File: config.mk
export PLATFORM = sky130hd
export DESIGN_NAME = timer_irq_bank
export DESIGN_NICKNAME = d
export VERILOG_FILES = /design/src/rtl/timer_irq_bank.sv
export SDC_FILE = /design/constraint.sdc
export NUM_CORES = 1
export LEC_CHECK = 0
export ABC_AREA = 1
export ABC_CLOCK_PERIOD_IN_PS = 4990
export BUFFER_PORTS_ARGS = -buffer_cell sky130_fd_sc_hd__buf_2
export CAP_MARGIN = 40
export CORE_UTILIZATION = 65
export CTS_CLUSTER_DIAMETER = 30
export DETAILED_ROUTE_END_ITERATION = 8
export PLACE_DENSITY_LB_ADDON = 0.3
export SYNTH_ARGS = -nofsm -noshare
export SYNTH_HDL_FRONTEND = slang
export SYNTH_SLANG_ARGS = --single-unit
File: constraint.sdc
create_clock -name clk -period 4.99 [get_ports clk]
set_clock_uncertainty 0.1 [all_clocks]
set_input_delay 0.7485 -clock clk [delete_from_list [all_inputs] [get_ports clk]]
set_output_delay 0.7485 -clock clk [all_outputs]
set_load 0.05 [all_outputs]
File: src/rtl/timer_irq_bank.sv
// timer_irq_bank: CHANNELS down-counters sharing one prescaler, on the picorv32 native bus.
// Optional build macro TIMER_PWM_EN adds per-channel COMPARE registers and PWM outputs.
module timer_irq_bank #(
  parameter int CHANNELS       = 4,
  parameter int WIDTH          = 32,
  parameter int PRESCALER_BITS = 16,
  parameter int ADDR_BITS      = 8
) (
  input  logic                 clk,
  input  logic                 nreset,
  input  logic                 sel,
  input  logic                 mem_valid,
  input  logic [ADDR_BITS-1:0] mem_addr,
  input  logic [31:0]          mem_wdata,
  input  logic [3:0]           mem_wstrb,
  output logic                 mem_ready,
  output logic [31:0]          mem_rdata,
  output logic [CHANNELS-1:0]  irq,
  input  logic [CHANNELS-1:0]  eoi,
  output logic [CHANNELS-1:0]  pwm
);

  localparam int WB = ADDR_BITS - 2;

  logic [PRESCALER_BITS-1:0] prescale_q;
  logic [PRESCALER_BITS-1:0] pc_q;
  logic                      tick;

  logic [CHANNELS-1:0] en_q;
  logic [CHANNELS-1:0] oneshot_q;
  logic [CHANNELS-1:0] ie_q;
  logic [CHANNELS-1:0] pending_q;
  logic [WIDTH-1:0]    reload_q [CHANNELS];
  logic [WIDTH-1:0]    count_q  [CHANNELS];

  logic                access;
  logic                wr;
  logic [WB-1:0]       widx;
  logic [31:0]         rd_data;
  logic                hit_prescale;
  logic                hit_status;
  logic [CHANNELS-1:0] hit_ctrl;
  logic [CHANNELS-1:0] hit_reload;
  logic [CHANNELS-1:0] hit_count;
  logic [CHANNELS-1:0] hit_cmp;
  logic [CHANNELS-1:0] expire;
  logic [CHANNELS-1:0] clear;
  logic                unused_addr_bits;

  function automatic logic [WIDTH-1:0] merge_w(input logic [WIDTH-1:0] old,
                                              input logic [31:0] wd,
                                              input logic [3:0] strb);
    logic [31:0] r;
    r = '0;
    r[WIDTH-1:0] = old;
    for (int b = 0; b < 4; b++) begin
      if (strb[b]) r[8*b +: 8] = wd[8*b +: 8];
    end
    return r[WIDTH-1:0];
  endfunction

  function automatic logic [PRESCALER_BITS-1:0] merge_p(input logic [PRESCALER_BITS-1:0] old,
                                                       input logic [31:0] wd,
                                                       input logic [3:0] strb);
    logic [31:0] r;
    r = '0;
    r[PRESCALER_BITS-1:0] = old;
    for (int b = 0; b < 4; b++) begin
      if (strb[b]) r[8*b +: 8] = wd[8*b +: 8];
    end
    return r[PRESCALER_BITS-1:0];
  endfunction

  assign access           = mem_valid & sel & ~mem_ready;
  assign wr               = access & (|mem_wstrb);
  assign widx             = mem_addr[ADDR_BITS-1:2];
  assign tick             = (pc_q == prescale_q);
  assign irq              = pending_q & ie_q;
  assign unused_addr_bits = ^mem_addr[1:0];

`ifdef TIMER_PWM_EN
  logic [WIDTH-1:0] compare_q [CHANNELS];
`endif

  // Word decode and read mux; anything not matched reads back as zero.
  always_comb begin
    hit_prescale = (widx == WB'(0));
    hit_status   = (widx == WB'(1));
    hit_ctrl     = '0;
    hit_reload   = '0;
    hit_count    = '0;
    hit_cmp      = '0;
    rd_data      = '0;
    if (hit_prescale) rd_data[PRESCALER_BITS-1:0] = prescale_q;
    if (hit_status)   rd_data[CHANNELS-1:0] = pending_q;
    for (int ch = 0; ch < CHANNELS; ch++) begin
      hit_ctrl[ch]   = (widx == WB'(4*(ch+1)));
      hit_reload[ch] = (widx == WB'(4*(ch+1) + 1));
      hit_count[ch]  = (widx == WB'(4*(ch+1) + 2));
      hit_cmp[ch]    = (widx == WB'(4*(ch+1) + 3));
      if (hit_ctrl[ch])   rd_data = {29'd0, ie_q[ch], oneshot_q[ch], en_q[ch]};
      if (hit_reload[ch]) rd_data[WIDTH-1:0] = reload_q[ch];
      if (hit_count[ch])  rd_data[WIDTH-1:0] = count_q[ch];
`ifdef TIMER_PWM_EN
      if (hit_cmp[ch])    rd_data[WIDTH-1:0] = compare_q[ch];
`endif
    end
  end

  // Expiry sets pending; W1C and eoi clear it, but a same-cycle expiry wins.
  always_comb begin
    expire = '0;
    clear  = '0;
    for (int ch = 0; ch < CHANNELS; ch++) begin
      expire[ch] = tick & en_q[ch] & (count_q[ch] == '0);
      clear[ch]  = eoi[ch] | (wr & hit_status & mem_wstrb[ch/8] & mem_wdata[ch]);
    end
  end

  always_ff @(posedge clk or negedge nreset) begin
    if (!nreset) begin
      mem_ready <= 1'b0;
      mem_rdata <= '0;
    end else begin
      mem_ready <= access;
      if (access) mem_rdata <= rd_data;
    end
  end

  always_ff @(posedge clk or negedge nreset) begin
    if (!nreset) begin
      prescale_q <= '0;
      pc_q       <= '0;
    end else if (wr && hit_prescale) begin
      prescale_q <= merge_p(prescale_q, mem_wdata, mem_wstrb);
      pc_q       <= '0;
    end else if (tick) begin
      pc_q <= '0;
    end else begin
      pc_q <= pc_q + PRESCALER_BITS'(1);
    end
  end

  // A bus write to COUNT or CTRL overrides whatever the tick would have done this cycle.
  always_ff @(posedge clk or negedge nreset) begin
    if (!nreset) begin
      en_q      <= '0;
      oneshot_q <= '0;
      ie_q      <= '0;
      pending_q <= '0;
      for (int ch = 0; ch < CHANNELS; ch++) begin
        reload_q[ch] <= '0;
        count_q[ch]  <= '0;
      end
    end else begin
      for (int ch = 0; ch < CHANNELS; ch++) begin
        if (wr && hit_count[ch]) begin
          count_q[ch] <= merge_w(count_q[ch], mem_wdata, mem_wstrb);
        end else if (tick && en_q[ch]) begin
          if (count_q[ch] != '0) count_q[ch] <= count_q[ch] - WIDTH'(1);
          else if (!oneshot_q[ch]) count_q[ch] <= reload_q[ch];
        end

        if (wr && hit_ctrl[ch] && mem_wstrb[0]) begin
          en_q[ch]      <= mem_wdata[0];
          oneshot_q[ch] <= mem_wdata[1];
          ie_q[ch]      <= mem_wdata[2];
        end else if (expire[ch] && oneshot_q[ch]) begin
          en_q[ch] <= 1'b0;
        end

        if (wr && hit_reload[ch]) reload_q[ch] <= merge_w(reload_q[ch], mem_wdata, mem_wstrb);

        if (expire[ch])     pending_q[ch] <= 1'b1;
        else if (clear[ch]) pending_q[ch] <= 1'b0;
      end
    end
  end

`ifdef TIMER_PWM_EN
  always_ff @(posedge clk or negedge nreset) begin
    if (!nreset) begin
      pwm <= '0;
      for (int ch = 0; ch < CHANNELS; ch++) compare_q[ch] <= '0;
    end else begin
      for (int ch = 0; ch < CHANNELS; ch++) begin
        pwm[ch] <= en_q[ch] & (count_q[ch] < compare_q[ch]);
        if (wr && hit_cmp[ch]) compare_q[ch] <= merge_w(compare_q[ch], mem_wdata, mem_wstrb);
      end
    end
  end
`else
  logic unused_cmp;
  assign unused_cmp = |hit_cmp;
  assign pwm        = '0;
`endif

endmodule

==> summary.txt <==
Timing
  • Final period utilization: 70.44%
  • Final-report hold violation count: 0
  • Worst Max-Slew Pin Slew: 0.9468 ns
  • Fmax: 284.5 MHz
  • # setup viols final: 0
  • Rel. slew slack: 36.73%
  • Fin worst setup slack: 1.475 ns
  • Unrepaired setup endpoints after global routing: false
  • Final Max Tran Viols: 0
  • Setup TNS: 0 ns
  • Tmin final: 3.515 ns

Place
  • # port buffers: 86
  • Hpwl dp: 51.51 mm
  • DP Area: 0.02187 mm^2
  • Cell total after placement: 3445
  • Final Wtd Congestion: 1.046
  • DP Worst Slack: 1.046 ns

Critical path
  • Crit path DAT: 3.95 ns
  • Crit path largest cell delay: 0.71 ns
  • Worst r2r dst: count_q[116]
  • CP Capture Type: flop
  • Critical path type: input pin to flop
  • Crit start category: input pin
  • Crit path cell chain: buf_2 > inv_1 > nand3_2 > o21ai_4 > nor2_4 > inv_2 > nand3_2 > nand2_4 > inv_4 > nand2_4 > nand2_1 > nand2_1
  • Worst Path Required: 5.42 ns
  • Reg2reg start: count_q[115]
  • Crit Path Max Fanout: 47
  • R2R setup slack: 1.64 ns
  • Slowest CP cell: o21ai_4
  • Worst R2R Path Depth: 10

Cells and area
  • Multi-input logic area: 0.01123 mm^2
  • FF/Latch Area: 0.008433 mm^2
  • Proportion of layout cells with a drive suffix above 1: 11.88%
  • FILL cells: 2390
  • Finished Cell Area: 0.02452 mm^2
  • Post-Layout Cell Count: 3584
  • Most frequent cells in the layout: nand2_1 (911), o21ai_0 (342), dfrtp_1 (337), nor2_1 (288), inv_1 (246)
  • Commonest non-fill, non-tap cell in the layout: nand2_1
  • Area grow syn2layout: 15.06%
  • N_diodes: 0
  • Final #Nets: 3149

Logic synthesis
  • FF+latch count, synth: 337
  • Avg Cell Area, Syn: 7.065 um^2
  • Yosys Warn Count: 0
  • Commonest register cell after synthesis: dfrtp_1
  • Async SR Flop Fraction: 100.0%
  • Top cells by area, synth: dfrtp_1 (40%), nand2_1 (16%), o21ai_0 (8.0%), nor2_1 (5.1%), inv_1 (4.3%)
  • Top cell type's share of synthesized area: 39.57%
  • Leading area contributor after synthesis: dfrtp_1
  • Syn Inst Count: 3017
  • Sequential area share after synthesis: 39.57%
  • Mapped Area: 0.02131 mm^2
  • Unique masters post-synth: 59
  • Number of synthesized flops with an enable pin: 0

Power and ir drop
  • Peak supply drop: 0.3499 mV
  • Leakage Power: 11.77 nW
  • Pwr Total: 0.01213 W
  • Pwr/cell area: 494.6 mW/mm^2

CTS
  • Clock slew at reported path FFs: 0.05 ns
  • Resized Gates After CTS: 0
  • Buffer levels on the longest clock path: 3
  • Clock root buffer master: clkbuf_16
  • Hold_buf cts: 0
  • CTS tree: yes
  • H-tree Lvls: 3
  • # clock sinks: 337
  • Inserted Clock Buffers: 76
  • Worst-skew pair later-pin latency: 0.59 ns
  • Setup Fix Bufs, Post-CTS: 0

Die
  • Row cnt: 65
  • DIE WIDTH: 183.1 um
  • Core area: 0.03188 mm^2
  • IO Pins: 93
  • Die height: 183.1 um
  • DIE AREA: 0.03352 mm^2
  • Starting density of the core: 66.86%

Worst hold path
  • Hold crit path type: input pin to async pin

Global routing
  • Maximum number of pins on one net before global-route repair: 119
  • Vias in the first global route: 21.30k
  • Gr usage total: 44.78%
  • First-pass GRT wire length: 115.0 mm
  • Antenna violations before repair: 1
  • Grt total ovfl: 0

Routing
  • Remaining DRCs: 0
  • Via count: 22.71k
  • WL final: 74.37 mm
  • Drt wl/cell: 20.75 um
  • Number of routed nets with antenna violations: 0
  • Initial DRT Pass Iterations: 6
  • Vias per cell: 6.336
  • DR iter-0 viols: 2971

Run status
  • Run status: completed

Job
  • Max-cap viol count: 0
## metrics by stage
stage,hold WS [ns],util (%)
final,0.08595,76.92
after global routing,0.1549,76.92
after floorplan,0.3529,-
after CTS,0.1412,76.92
after detailed placement,0.3598,68.59
after global placement,0.3622,68.53
## area by class of cell
| type | count | share of cell area, % |
|---|---|---|
| Clock buffer | 93 | 8.602 |
| Clock inverter | 46 | 2.235 |
| Inverter | 276 | 4.265 |
| Multi-Input combinational cell | 2291 | 45.80 |
| Sequential cell | 337 | 34.39 |
| Tap cell | 435 | 2.219 |
| Timing Repair Buffer | 106 | 2.495 |
## routing by layer
| layer | global-route usage (%) | part of all wire, % | up-vias |
|---|---|---|---|
| met1 | 58.32 | 38 | 10600 |
| met2 | 67.60 | 44 | 1654 |
| met4 | 28.73 | 6.8 | 0 |
| met5 | 0 | 0 | - |
| met3 | 10.09 | 12 | 364 |
| li1 | - | - | 10090 |
## synthesized netlist by cell type (4+ instances only)
library cell  number
clkbuf_1          55
o22ai_1           30
o21a_1             5
nor2_4            15
buf_4             11
or2_2              6
xnor2_1           30
buf_6             14
o211ai_1          53
o221ai_1           5
nand2_4            5
o21ai_1           42
a21oi_1          115
o21ai_0          342
nor3_1            35
ha_1               9
nand3_4            9
nand3_1          160
nand2_1          911
inv_2             24
buf_2             33
nor3b_1            9
nor2_2            26
nand2_2           12
inv_4              4
xor2_1            49
o21ai_2            8
nand3_2            5
dfrtp_1          337
a22oi_1            7
inv_1            246
o2111ai_1         12
nor2_1           291
nor4_1            10
nor3_2             7
a31oi_1           11
nand4_1           36
o31ai_1            4
## kinds of logic (layout without fill, tap and decap cells)
logic type               count (synthesis)  in the layout  synth area share, %
flip-flops                             337            337                39.57
AO/OA/AOI/OAI                          646            646                16.98
multiplexers                             1              1              0.04696
AND/OR/NAND/NOR                       1552           1552                31.78
XOR/XNOR                                79             79                3.246
buffers and inverters                  392            521                7.831
other                                    1              4              0.01759
adder cells (fa/ha/maj)                  9              9               0.5283
## critical path, delay by kind of cell
family	cells	cell delay (ns)
compound gates	1	0.71
buf+inv	4	1.24
simple gates	7	1.22
## power breakdown
group,internal [W],switching [W]
Combinational,0.00110,0.00225
Sequential,0.00310,0.000513
Clock,0.00348,0.00169
Total,0.00768,0.00445
## sequential cells by signal, indices dropped and copies added (netlist names)
name / count
mem_rdata: 32
mem_ready: 1
en_q: 4
pending_q: 4
reload_q: 128
count_q: 128
prescale_q: 16
oneshot_q: 4
pc_q: 16
ie_q: 4
## how the worst max path moves through the flow
| stage | depth (start not counted) | startpoint | slack (ns) | end |
|---|---|---|---|---|
| finish | 12 | mem_wstrb[3] | 1.47 | count_q[100] |
| global placement | 12 | mem_wstrb[3] | 1.13 | count_q[101] |
| floorplan | 13 | mem_wstrb[2] | 2.63 | count_q[58] |
| global route | 12 | mem_wstrb[3] | 1.34 | count_q[100] |
| detailed placement | 12 | mem_wstrb[3] | 1.05 | count_q[100] |
| CTS | 12 | mem_wstrb[3] | 1.61 | count_q[100] |
No activity file was read; power rests on OpenSTA's default activity.
